$ cat src/rtl/clint_timer_if.sv
// Bus bundle for the CLINT-style timer: one request per cycle, read data registered.
interface clint_timer_if;
    logic        mem_valid;
    logic        mem_write;
    logic [3:0]  mem_wmask;
    logic [31:0] mem_wdata;
    logic [31:0] mem_addr;
    logic [31:0] mem_rdata;

    modport master (
        output mem_valid, mem_write, mem_wmask, mem_wdata, mem_addr,
        input  mem_rdata
    );

    modport slave (
        input  mem_valid, mem_write, mem_wmask, mem_wdata, mem_addr,
        output mem_rdata
    );
endinterface

$ cat src/rtl/clint_timer.sv
// Machine timer: 64-bit mtime advanced by a prescaler, 64-bit mtimecmp, level interrupt
// when mtime >= mtimecmp. Memory-mapped with byte-masked writes and one-cycle reads.
module clint_timer #(
    parameter logic [31:0] BASE  = 32'h4400_0000,
    parameter int unsigned DIV_W = 8
) (
    input  logic         clk,
    input  logic         rst,
    clint_timer_if.slave bus,
    output logic         irq_timer
);

    localparam logic [15:0] OffCtrl   = 16'h0000;
    localparam logic [15:0] OffCmpLo  = 16'h4000;
    localparam logic [15:0] OffCmpHi  = 16'h4004;
    localparam logic [15:0] OffTimeLo = 16'hbff8;
    localparam logic [15:0] OffTimeHi = 16'hbffc;

    logic [63:0]      mtime_q, mtime_d;
    logic [63:0]      mtimecmp_q, mtimecmp_d;
    logic [DIV_W-1:0] pc_q, pc_d;
    logic [DIV_W-1:0] div_q, div_d;
    logic             en_q, en_d;
    logic [31:0]      rdata_q, rdata_d;
    logic             irq_q, irq_d;

    logic        in_region, wr_en, rd_en;
    logic        ctrl_wr, tick;
    logic [31:0] ctrl_val, ctrl_new;
    logic [15:0] off;

    function automatic logic [31:0] merge(input logic [31:0] old, input logic [31:0] wd,
                                          input logic [3:0] mk);
        logic [31:0] res;
        res = old;
        for (int i = 0; i < 4; i++) begin
            if (mk[i]) res[8*i +: 8] = wd[8*i +: 8];
        end
        return res;
    endfunction

    always_comb begin
        ctrl_val             = '0;
        ctrl_val[0]          = en_q;
        ctrl_val[8 +: DIV_W] = div_q;
    end

    assign off       = bus.mem_addr[15:0];
    assign in_region = bus.mem_valid && (bus.mem_addr[31:16] == BASE[31:16]);
    assign wr_en     = in_region && bus.mem_write;
    assign rd_en     = in_region && !bus.mem_write;
    assign ctrl_wr   = wr_en && (off == OffCtrl);
    assign ctrl_new  = merge(ctrl_val, bus.mem_wdata, bus.mem_wmask);
    // A CTRL write restarts the prescale phase, so it can never tick in the same cycle.
    assign tick      = en_q && !ctrl_wr && (pc_q == div_q);

    always_comb begin
        en_d       = en_q;
        div_d      = div_q;
        pc_d       = pc_q;
        mtime_d    = mtime_q;
        mtimecmp_d = mtimecmp_q;
        rdata_d    = rdata_q;
        irq_d      = (mtime_q >= mtimecmp_q);

        if (ctrl_wr || !en_q) begin
            pc_d = '0;
        end else if (pc_q == div_q) begin
            pc_d = '0;
        end else begin
            pc_d = pc_q + 1'b1;
        end

        if (tick) mtime_d = mtime_q + 64'd1;

        if (wr_en) begin
            case (off)
                OffCtrl: begin
                    en_d  = ctrl_new[0];
                    div_d = ctrl_new[8 +: DIV_W];
                end
                OffCmpLo:  mtimecmp_d[31:0]  = merge(mtimecmp_q[31:0], bus.mem_wdata,
                                                     bus.mem_wmask);
                OffCmpHi:  mtimecmp_d[63:32] = merge(mtimecmp_q[63:32], bus.mem_wdata,
                                                     bus.mem_wmask);
                // Software writes to mtime override the tick for the whole 64-bit value.
                OffTimeLo: mtime_d = {mtime_q[63:32],
                                      merge(mtime_q[31:0], bus.mem_wdata, bus.mem_wmask)};
                OffTimeHi: mtime_d = {merge(mtime_q[63:32], bus.mem_wdata, bus.mem_wmask),
                                      mtime_q[31:0]};
                default: ;
            endcase
        end

        if (rd_en) begin
            case (off)
                OffCtrl:   rdata_d = ctrl_val;
                OffCmpLo:  rdata_d = mtimecmp_q[31:0];
                OffCmpHi:  rdata_d = mtimecmp_q[63:32];
                OffTimeLo: rdata_d = mtime_q[31:0];
                OffTimeHi: rdata_d = mtime_q[63:32];
                default:   rdata_d = 32'hFFFF_FFFF;
            endcase
        end
    end

    always_ff @(posedge clk or posedge rst) begin
        if (rst) begin
            mtime_q    <= '0;
            mtimecmp_q <= '1;
            pc_q       <= '0;
            div_q      <= '0;
            en_q       <= 1'b1;
            rdata_q    <= '0;
            irq_q      <= 1'b0;
        end else begin
            mtime_q    <= mtime_d;
            mtimecmp_q <= mtimecmp_d;
            pc_q       <= pc_d;
            div_q      <= div_d;
            en_q       <= en_d;
            rdata_q    <= rdata_d;
            irq_q      <= irq_d;
        end
    end

    assign bus.mem_rdata = rdata_q;
    assign irq_timer     = irq_q;

endmodule
$ cat src/flat_wrapper.sv
// flat-port wrapper written by rule: the top's interface ports become plain ports
module clint_timer_flat 
#(
    parameter logic [31:0] BASE  = 32'h4400_0000,
    parameter int unsigned DIV_W = 8
)
  (clk, rst, irq_timer, bus_mem_valid, bus_mem_write, bus_mem_wmask, bus_mem_wdata, bus_mem_addr, bus_mem_rdata);
  clint_timer_if bus_i ();
  input  logic clk;
  input  logic rst;
  output logic irq_timer;
  input wire logic [$bits(bus_i.mem_valid)-1:0] bus_mem_valid;
  input wire logic [$bits(bus_i.mem_write)-1:0] bus_mem_write;
  input wire logic [$bits(bus_i.mem_wmask)-1:0] bus_mem_wmask;
  input wire logic [$bits(bus_i.mem_wdata)-1:0] bus_mem_wdata;
  input wire logic [$bits(bus_i.mem_addr)-1:0] bus_mem_addr;
  output wire logic [$bits(bus_i.mem_rdata)-1:0] bus_mem_rdata;
  assign bus_i.mem_valid = bus_mem_valid;
  assign bus_i.mem_write = bus_mem_write;
  assign bus_i.mem_wmask = bus_mem_wmask;
  assign bus_i.mem_wdata = bus_mem_wdata;
  assign bus_i.mem_addr = bus_mem_addr;
  assign bus_mem_rdata = bus_i.mem_rdata;
  clint_timer #(.BASE(BASE), .DIV_W(DIV_W)) u_core (.clk(clk), .rst(rst), .bus(bus_i), .irq_timer(irq_timer));
endmodule
$ cat config.mk
export PLATFORM = sky130hd
export DESIGN_NAME = clint_timer_flat
export DESIGN_NICKNAME = d
export VERILOG_FILES = /design/src/rtl/clint_timer_if.sv /design/src/rtl/clint_timer.sv /design/src/flat_wrapper.sv
export SDC_FILE = /design/constraint.sdc
export NUM_CORES = 1
export LEC_CHECK = 0
export CAP_MARGIN = 20
export CORE_MARGIN = 8
export CORE_UTILIZATION = 40
export CTS_BUF_LIST = sky130_fd_sc_hd__clkbuf_16
export DETAILED_ROUTE_END_ITERATION = 10
export GPL_ROUTABILITY_DRIVEN = 0
export GPL_TIMING_DRIVEN = 0
export PLACE_DENSITY = 0.56
export SLEW_MARGIN = 5
export SYNTH_ARGS = -nofsm -noshare
export SYNTH_HDL_FRONTEND = slang
export SYNTH_SLANG_ARGS = --single-unit
$ cat constraint.sdc
create_clock -name clk -period 14.05 [get_ports clk]
set_input_delay 2.1075 -clock clk [delete_from_list [all_inputs] [get_ports clk]]
set_output_delay 2.1075 -clock clk [all_outputs]
set_load 0.02 [all_outputs]
# == After elaboration in Yosys (flattened, before gate mapping) ==
# Cells that the tools add are included.
# totals
inputBits,72
register_bits,178
output_inout_bits,33
wordCells,79
# op_classes
muxes,10
n_reduce_logical,29
add_sub_neg,2
order_cmp,1
eq_ne,16
# ops
cell,n
$pmux 32 s5,1
$mux 64,2
$pmux 64 s2,1
$add 64x1->64 const B,1
$ge 64x64->1,1
$eq 16x15->1 const B,3
$mux 8,6
$eq 16x16->1 const B,2
$reduce_and 3->1,10
$ne 3x3->1 const B,8
$logic_not 16->1,1
$reduce_and 2->1,8
$add 8x1->8 const B,1
$eq 8x8->1,1
$logic_and 1x1->1,6
$ne 2x2->1 const B,2
$logic_not 1->1,3
$logic_or 1x1->1,1

# == Logic depth before layout (Yosys ltp) ==
# Gate-level depths: netlist (run 1).
# logic_depth
depth_word,10
depth_mapped,9
depth_no_buf,9

# == Worst setup path after synthesis (run 1) ==
# OpenSTA, ideal clock, no wires.
# synth_timing
kind,input-to-reg
from,input bus_mem_addr[1]
to,register u_core.mtime_q[6]
setup_ps,119
required_ps,13931
arrival_time_ps,4244
n_path_buf,2
cell_stages,8
slack_ps,9687
path_cell_list,or3_1 -> or4_4 -> nor4_4 -> buf_4 -> nand2_2 -> buf_2 -> o22ai_1 -> o21ba_2
# synth_via
elab_chain_cells,8
word_cells_on_any_way,13
classes_between,eq/ne (4); mux (3); reduce/logical (6)
# synth_lines
item,line,source
from (decl),flat_wrapper.sv:16,input wire logic [$bits(bus_i.mem_addr)-1:0] bus_mem_addr;
$logic_not 16->1,clint_timer.sv:52,assign ctrl_wr = wr_en && (off == OffCtrl);
$logic_and 1x1->1,clint_timer.sv:52,
$logic_not 1->1,clint_timer.sv:55,assign tick = en_q && !ctrl_wr && (pc_q == div_q);
$logic_and 1x1->1 (2 in series),clint_timer.sv:55,
$mux 64,clint_timer.sv:74,if (tick) mtime_d = mtime_q + 64'd1;
$pmux 64 s2,clint_timer.sv:77,case (off)
$mux 64,clint_timer.sv:76,if (wr_en) begin
to (signal assigned),clint_timer.sv:117,mtime_q <= mtime_d;
to (decl),clint_timer.sv:19,"logic [63:0] mtime_q, mtime_d;"
# Parallel ways exist; a longest one is shown, timed or not.
# A chain may end at the register's enable or synchronous reset.

# == Worst setup path after layout (run 1) ==
# layout_timing
from,input bus_mem_addr[1]
to,register u_core.mtime_q[11]
# Same word-level chain as after synthesis.

==> reports/qor.csv, run 1 <==
metric,value,unit
status,"complete, no violations",
Area Growth Syn to Fin,19.5,%
Multi-input gate area,6330,um2
CTS resizes,0,
CTS Buffer Depth,2,
endpoints failing hold,0,
unrepaired setup endpoints after global routing,no,
Clock Latency Late Sink,0.45,ns
total gr overflow,0,
crit-path cells,clkdlybuf4s50_1 > or3_1 > nor4_4 > nand4_1 > nor2_2 > buf_2 > nand2_1 > o22ai_1 > nor3_1,
CTS tree,yes,
drt wl/cell,24.7,um
Layout fillers,2749,
final setup fails,0,
# diodes,0,
crit share post-route,0.385,
final clock skew,0.0183,ns
setup bufs post-CTS,0,
Mean Syn Cell Area,8.97,um2
syn_nets,1407,
Max Clk Rate,185,MHz
worst-path fanout max,10,
nets,1536,
core footprint,27900,um2
layout cells sized above 1,0.118,
initial core utilization,0.407,
number of synthesized flops with an enable pin,0,
Final TNS setup,0,ns
number of synthesized register bits,178,
largest stage delay on the critical path,0.70,ns
DP HPWL,32900,um
min-delay worst type,flip-flop to flip-flop,
Vias,11300,
worst path required time,14.39,ns
CTS root buf,clkbuf_16,
# hold bufs at CTS,0,
Critical Path Source Type,input pin,
vias in the first global route,10900,
maximum vdd drop,0.0774,mV
Slew HR,0.333,
# DRC,0,
CP Class,input pin to flip-flop,
WHS,0.511,ns
Clock H-tree levels,4,
# rows,61,
total detailed-routing wirelength,44100,um
"Seq/Total Area, Yosys",0.398,
pwr dens,80.3,nW/um2
final worst-path setup slack,8.64,ns
die span in x,185,um
I/O pin count,105,
Num CTS Buffers,17,
clock-pin slew on the worst setup and hold paths,0.09,ns
Synth Instances,1269,
Routed Antenna Nets,0,
Die Footprint,34100,um2
DR iter-0 viols,1442,
Post-Syn Area,11400,um2
vias per inst,6.30,
Synth Flop Type,dfrtp_1,
DP Worst Slack,8.32,ns
CTS Sinks,178,
LEAKAGE,0.00583,uW
register area,4540,um2
Final Max Tran Viols,0,
DIE HEIGHT,185,um
yosys warns,0,
Slew @ Worst Pin,0.992,ns
max_cap viols,0,
global-route wire length before repair,67100,um
r2r setup slk,10.14,ns
Async SR Flop Fraction,1.00,
Worst path slowest cell,nor2_2,
number of port buffers,102,
Tmin final,5.41,ns
post-synth cell types,71,
Critical Path End Type,flip-flop,
Worst Path Arrival,5.75,ns
all-layer global routing usage,0.260,
pin count of the biggest net entering global routing,118,
drt first pass iters,7,
initial antenna violation count,0,
==> state kept, by name, summed over array words and instances, names as in the netlist <==
| register | flops |
|---|---|
| u_core.mtime_q | 64 |
| u_core.en_q | 1 |
| u_core.irq_timer | 1 |
| u_core.bus.mem_rdata | 32 |
| u_core.mtimecmp_q | 64 |
| u_core.pc_q | 8 |
| u_core.div_q | 8 |
==> critical path, delay by kind of cell <==
family                 cells  cell delay (ns)
AO/OA/AOI/OAI              1             0.20
buffers and inverters      2             0.84
AND/OR/NAND/NOR            6             2.59
==> cell families after synthesis <==
kind of cell,Yosys count,share of synthesized area
AOI/OAI and AO/OA,345,0.209
xor gates and xnor gates,24,0.0185
adders and majority gates,66,0.0726
buffers and inverters,139,0.0472
DFF,178,0.398
muxes,40,0.0389
and+or+nand+nor,477,0.216
==> final cells by class <==
cell class	instances	area share
multi-input combinational	952	0.465
sequential	178	0.334
timing repair buffer	110	0.0809
tap	378	0.0348
clock buffer	17	0.0313
inverter	82	0.0232
buffer	57	0.0168
clock inverter	15	0.0143
==> power by group <==
group	total, uW	switching (uW)	leakage (uW)	internal [uW]
Sequential	513	0.0162	0.00223	513
Clock	513	255	0.000298	258
Combinational	65.9	40.8	0.00330	25.1
==> routing by layer <==
layer,global-route usage,vias to the layer above,routed length [um]
met2,0.397,625,19300
met4,0.131,0,2460
li1,-,5045,-
met3,0.0557,140,4080
met5,0,-,0
met1,0.344,5460,18300
==> synthesized netlist by cell type (24+ instances only) <==
master / n / area (um2)
dfrtp_1: 113 / 2830
nor2_1: 103 / 387
o22a_1: 24 / 210
nand4_1: 41 / 257
inv_1: 82 / 308
a21oi_1: 53 / 265
a221oi_1: 48 / 420
nor3_1: 35 / 175
nand3_1: 63 / 315
o21ai_0: 89 / 445
nand2_1: 118 / 443
mux2_2: 34 / 383
dfstp_2: 65 / 1710
clkbuf_1: 44 / 165
ha_1: 66 / 826
==> stage by stage <==
step           utilization  power, uW  instances  area (um2)
4_1_cts              0.486       1100       1787       13600
2_1_floorplan            -        544       1269       11400
3_3_place_gp         0.461        587       1749       12900
3_5_place_dp         0.464        588       1755       13000
5_1_grt              0.487       1120       1789       13600
6_report             0.487       1090       1789       13600
==> cells in the final DEF, fill, tap and decap left out, types with 8 or more instances in the layout <==
master             n
nand2_1          118
dfrtp_1          113
nor2_1           103
clkdlybuf4s50_1  102
o21ai_0           89
inv_1             81
ha_1              66
dfstp_2           65
nand3_1           63
a21oi_1           53
a221oi_1          48
clkbuf_1          44
nand4_1           41
nor3_1            34
mux2_2            34
o22a_1            24
and3_1            21
nor4_1            20
a22oi_1           19
xor2_1            17
clkbuf_16         17
o211ai_1          15
buf_2             11
and4_1            11
a211oi_1          10
a21o_1            10
and2_1             9
or4_1              9
or3_1              8
o22ai_1            8
==> final timing paths <==
path	startpoint	end	cells after the start
max in group asynchronous	rst	u_core.mtime_q[23]	3
max	bus_mem_addr[1]	u_core.mtime_q[11]	9
max reg2reg	u_core.mtime_q[14]	u_core.mtime_q[57]	7
min	u_core.bus.mem_rdata[12]	u_core.bus.mem_rdata[12]	1
min in group asynchronous	rst	u_core.bus.mem_rdata[27]	2
min reg2reg	u_core.bus.mem_rdata[12]	u_core.bus.mem_rdata[12]	1
(Power assumes the default switching activity.)
==> run 2, diff against run 1 <==
==> constraint.sdc (replaced) <==
create_clock -name clk -period 5.4 [get_ports clk]
set_input_delay 0.81 -clock clk [delete_from_list [all_inputs] [get_ports clk]]
set_output_delay 0.81 -clock clk [all_outputs]
set_load 0.02 [all_outputs]
==> run 2 against run 1 <==
Hold slack better by 0.00052 ns. Clock power grew to 2.5 times the previous value. Critical path depth stayed put. Sequential power rose to 2.6 times the previous value. Core utilization is 0.13 points higher. Routed wire length decreased by 0.54%. Final cell count up 0.28%. First-iteration DRC count down 0.97%.
==> reports/qor.csv, run 2 (synthesis gave the netlist of run 1 again) <==
metric,value,unit,change
status,"complete, no violations",,
final clock skew,0.0120,ns,-0.00623 ns
Vias,11100,,-1.2%
CP Class,input pin to flip-flop,,
Final Max Tran Viols,0,,unchanged
drt first pass iters,8,,+1
CTS tree,yes,,
all-layer global routing usage,0.260,,about the same
worst path required time,5.72,ns,-8.67 ns
Critical Path End Type,flip-flop,,
min-delay worst type,flip-flop to flip-flop,,
Routed Antenna Nets,0,,unchanged
drt wl/cell,24.5,um,-0.81%
pin count of the biggest net entering global routing,40,,-66%
global-route wire length before repair,66900,um,-0.32%
Layout fillers,2753,,+0.15%
vias per inst,6.20,,-1.5%
Max Clk Rate,236,MHz,
Worst Path Arrival,4.56,ns,-1.19 ns
layout cells sized above 1,0.118,,-0.000335
CTS root buf,clkbuf_16,,
placed cells,1759,,+0.23%
# DRC,0,,unchanged
most frequent cells in the layout,"118 x nand2_1, 113 x dfrtp_1, 103 x nor2_1, 102 x clkdlybuf4s50_1, 89 x o21ai_0",,
DR iter-0 viols,1428,,-0.97%
LEAKAGE,0.00585,uW,+0.37%
crit-path cells,clkdlybuf4s50_1 > nor4bb_1 > and3_1 > nand4_1 > nor2_2 > buf_2 > nand2_1 > o22ai_1 > nor3_1,,
CTS Buffer Depth,2,,unchanged
Multi-input gate area,6330,um2,unchanged
fin util,0.488,,+0.00125
Slew HR,0.269,,-0.0639
CTS resizes,0,,unchanged
core footprint,27900,um2,unchanged
DP HPWL,33600,um,+2.0%
I/O pin count,105,,unchanged
initial antenna violation count,2,,+2
Die Footprint,34100,um2,unchanged
endpoints failing hold,0,,unchanged
final cell count without fillers,1794,,+0.28%
Critical Path Source Type,input pin,,
register area,4540,um2,unchanged
final setup fails,0,,unchanged
worst-path fanout max,10,,unchanged
clock-pin slew on the worst setup and hold paths,0.07,ns,-0.02 ns
Worst path slowest cell,nor4bb_1,,
unrepaired setup endpoints after global routing,no,,
initial core utilization,0.407,,unchanged
Clock H-tree levels,4,,unchanged
Slew @ Worst Pin,1.08,ns,+0.0889 ns
# rows,61,,unchanged
"commonest non-fill, non-tap cell in the layout",nand2_1,,
total detailed-routing wirelength,43900,um,-0.54%
# hold bufs at CTS,0,,unchanged
DIE HEIGHT,185,um,unchanged
Clock Latency Late Sink,0.44,ns,about the same
largest stage delay on the critical path,0.88,ns,+0.18 ns
pwr dens,205,nW/um2,+160%
nets,1540,,+0.26%
number of port buffers,102,,unchanged
setup bufs post-CTS,0,,unchanged
Area Growth Syn to Fin,19.8,%,
max_cap viols,0,,unchanged
Num CTS Buffers,17,,unchanged
crit share post-route,0.784,,
CTS Sinks,178,,unchanged
Final TNS setup,0,ns,unchanged
maximum vdd drop,0.204,mV,+160%
vias in the first global route,10900,,+0.39%
total power,2800,uW,+160%
Tmin final,4.23,ns,
die span in x,185,um,unchanged
total gr overflow,0,,unchanged
[run 2: power breakdown]
group	switching, uW	internal, uW	leakage (uW)
clock	596	691	0.000291
sequential	0.0419	1330	0.00223
combinational	108	70.5	0.00333
[run 2: layout make-up]
class,count,area share
multi-input combinational,952,0.464
clock inverter,15,0.0117
timing repair buffer,114,0.0858
antenna,1,0.000184
buffer,57,0.0168
clock buffer,17,0.0312
sequential,178,0.333
tap,378,0.0347
inverter,82,0.0229
[run 2: stage by stage]
step | hold slack [ns] | setup WS, ns | area [um2]
3_3_place_gp | 0.493 | -0.530 | 12900
3_5_place_dp | 0.498 | 0.952 | 13000
4_1_cts | 0.514 | 1.40 | 13600
5_1_grt | 0.534 | 1.10 | 13600
6_report | 0.511 | 1.17 | 13600
2_1_floorplan | 0.487 | 2.33 | 11400
[run 2: worst paths after layout]
kind                                     startpoint                       end  slack (ns)  cells after the start
setup / recovery                      bus_mem_valid        u_core.mtime_q[11]        1.17                      9
hold / removal             u_core.bus.mem_rdata[18]  u_core.bus.mem_rdata[18]        0.51                      1
setup reg to reg                 u_core.mtime_q[14]        u_core.mtime_q[57]        1.54                      7
hold reg to reg            u_core.bus.mem_rdata[18]  u_core.bus.mem_rdata[18]        0.51                      1
max in group asynchronous                       rst     u_core.mtimecmp_q[15]        3.80                      4
min in group asynchronous                       rst  u_core.bus.mem_rdata[28]        0.74                      2
[run 2: worst max-delay path: cells and delay by family]
kind | cells | cell delay [ns]
AO/OA/AOI/OAI | 1 | 0.19
buffers and inverters | 2 | 1.08
AND/OR/NAND/NOR | 6 | 2.48
[run 2: routing by layer]
layer	part of all wire	track usage	up-vias	wire length, um
met2	0.43	0.389	561	18900
met3	0.092	0.0707	118	4050
met5	0.0013	0	-	55
met1	0.43	0.344	5391	18900
met4	0.045	0.122	4	1980
li1	-	-	5056	-
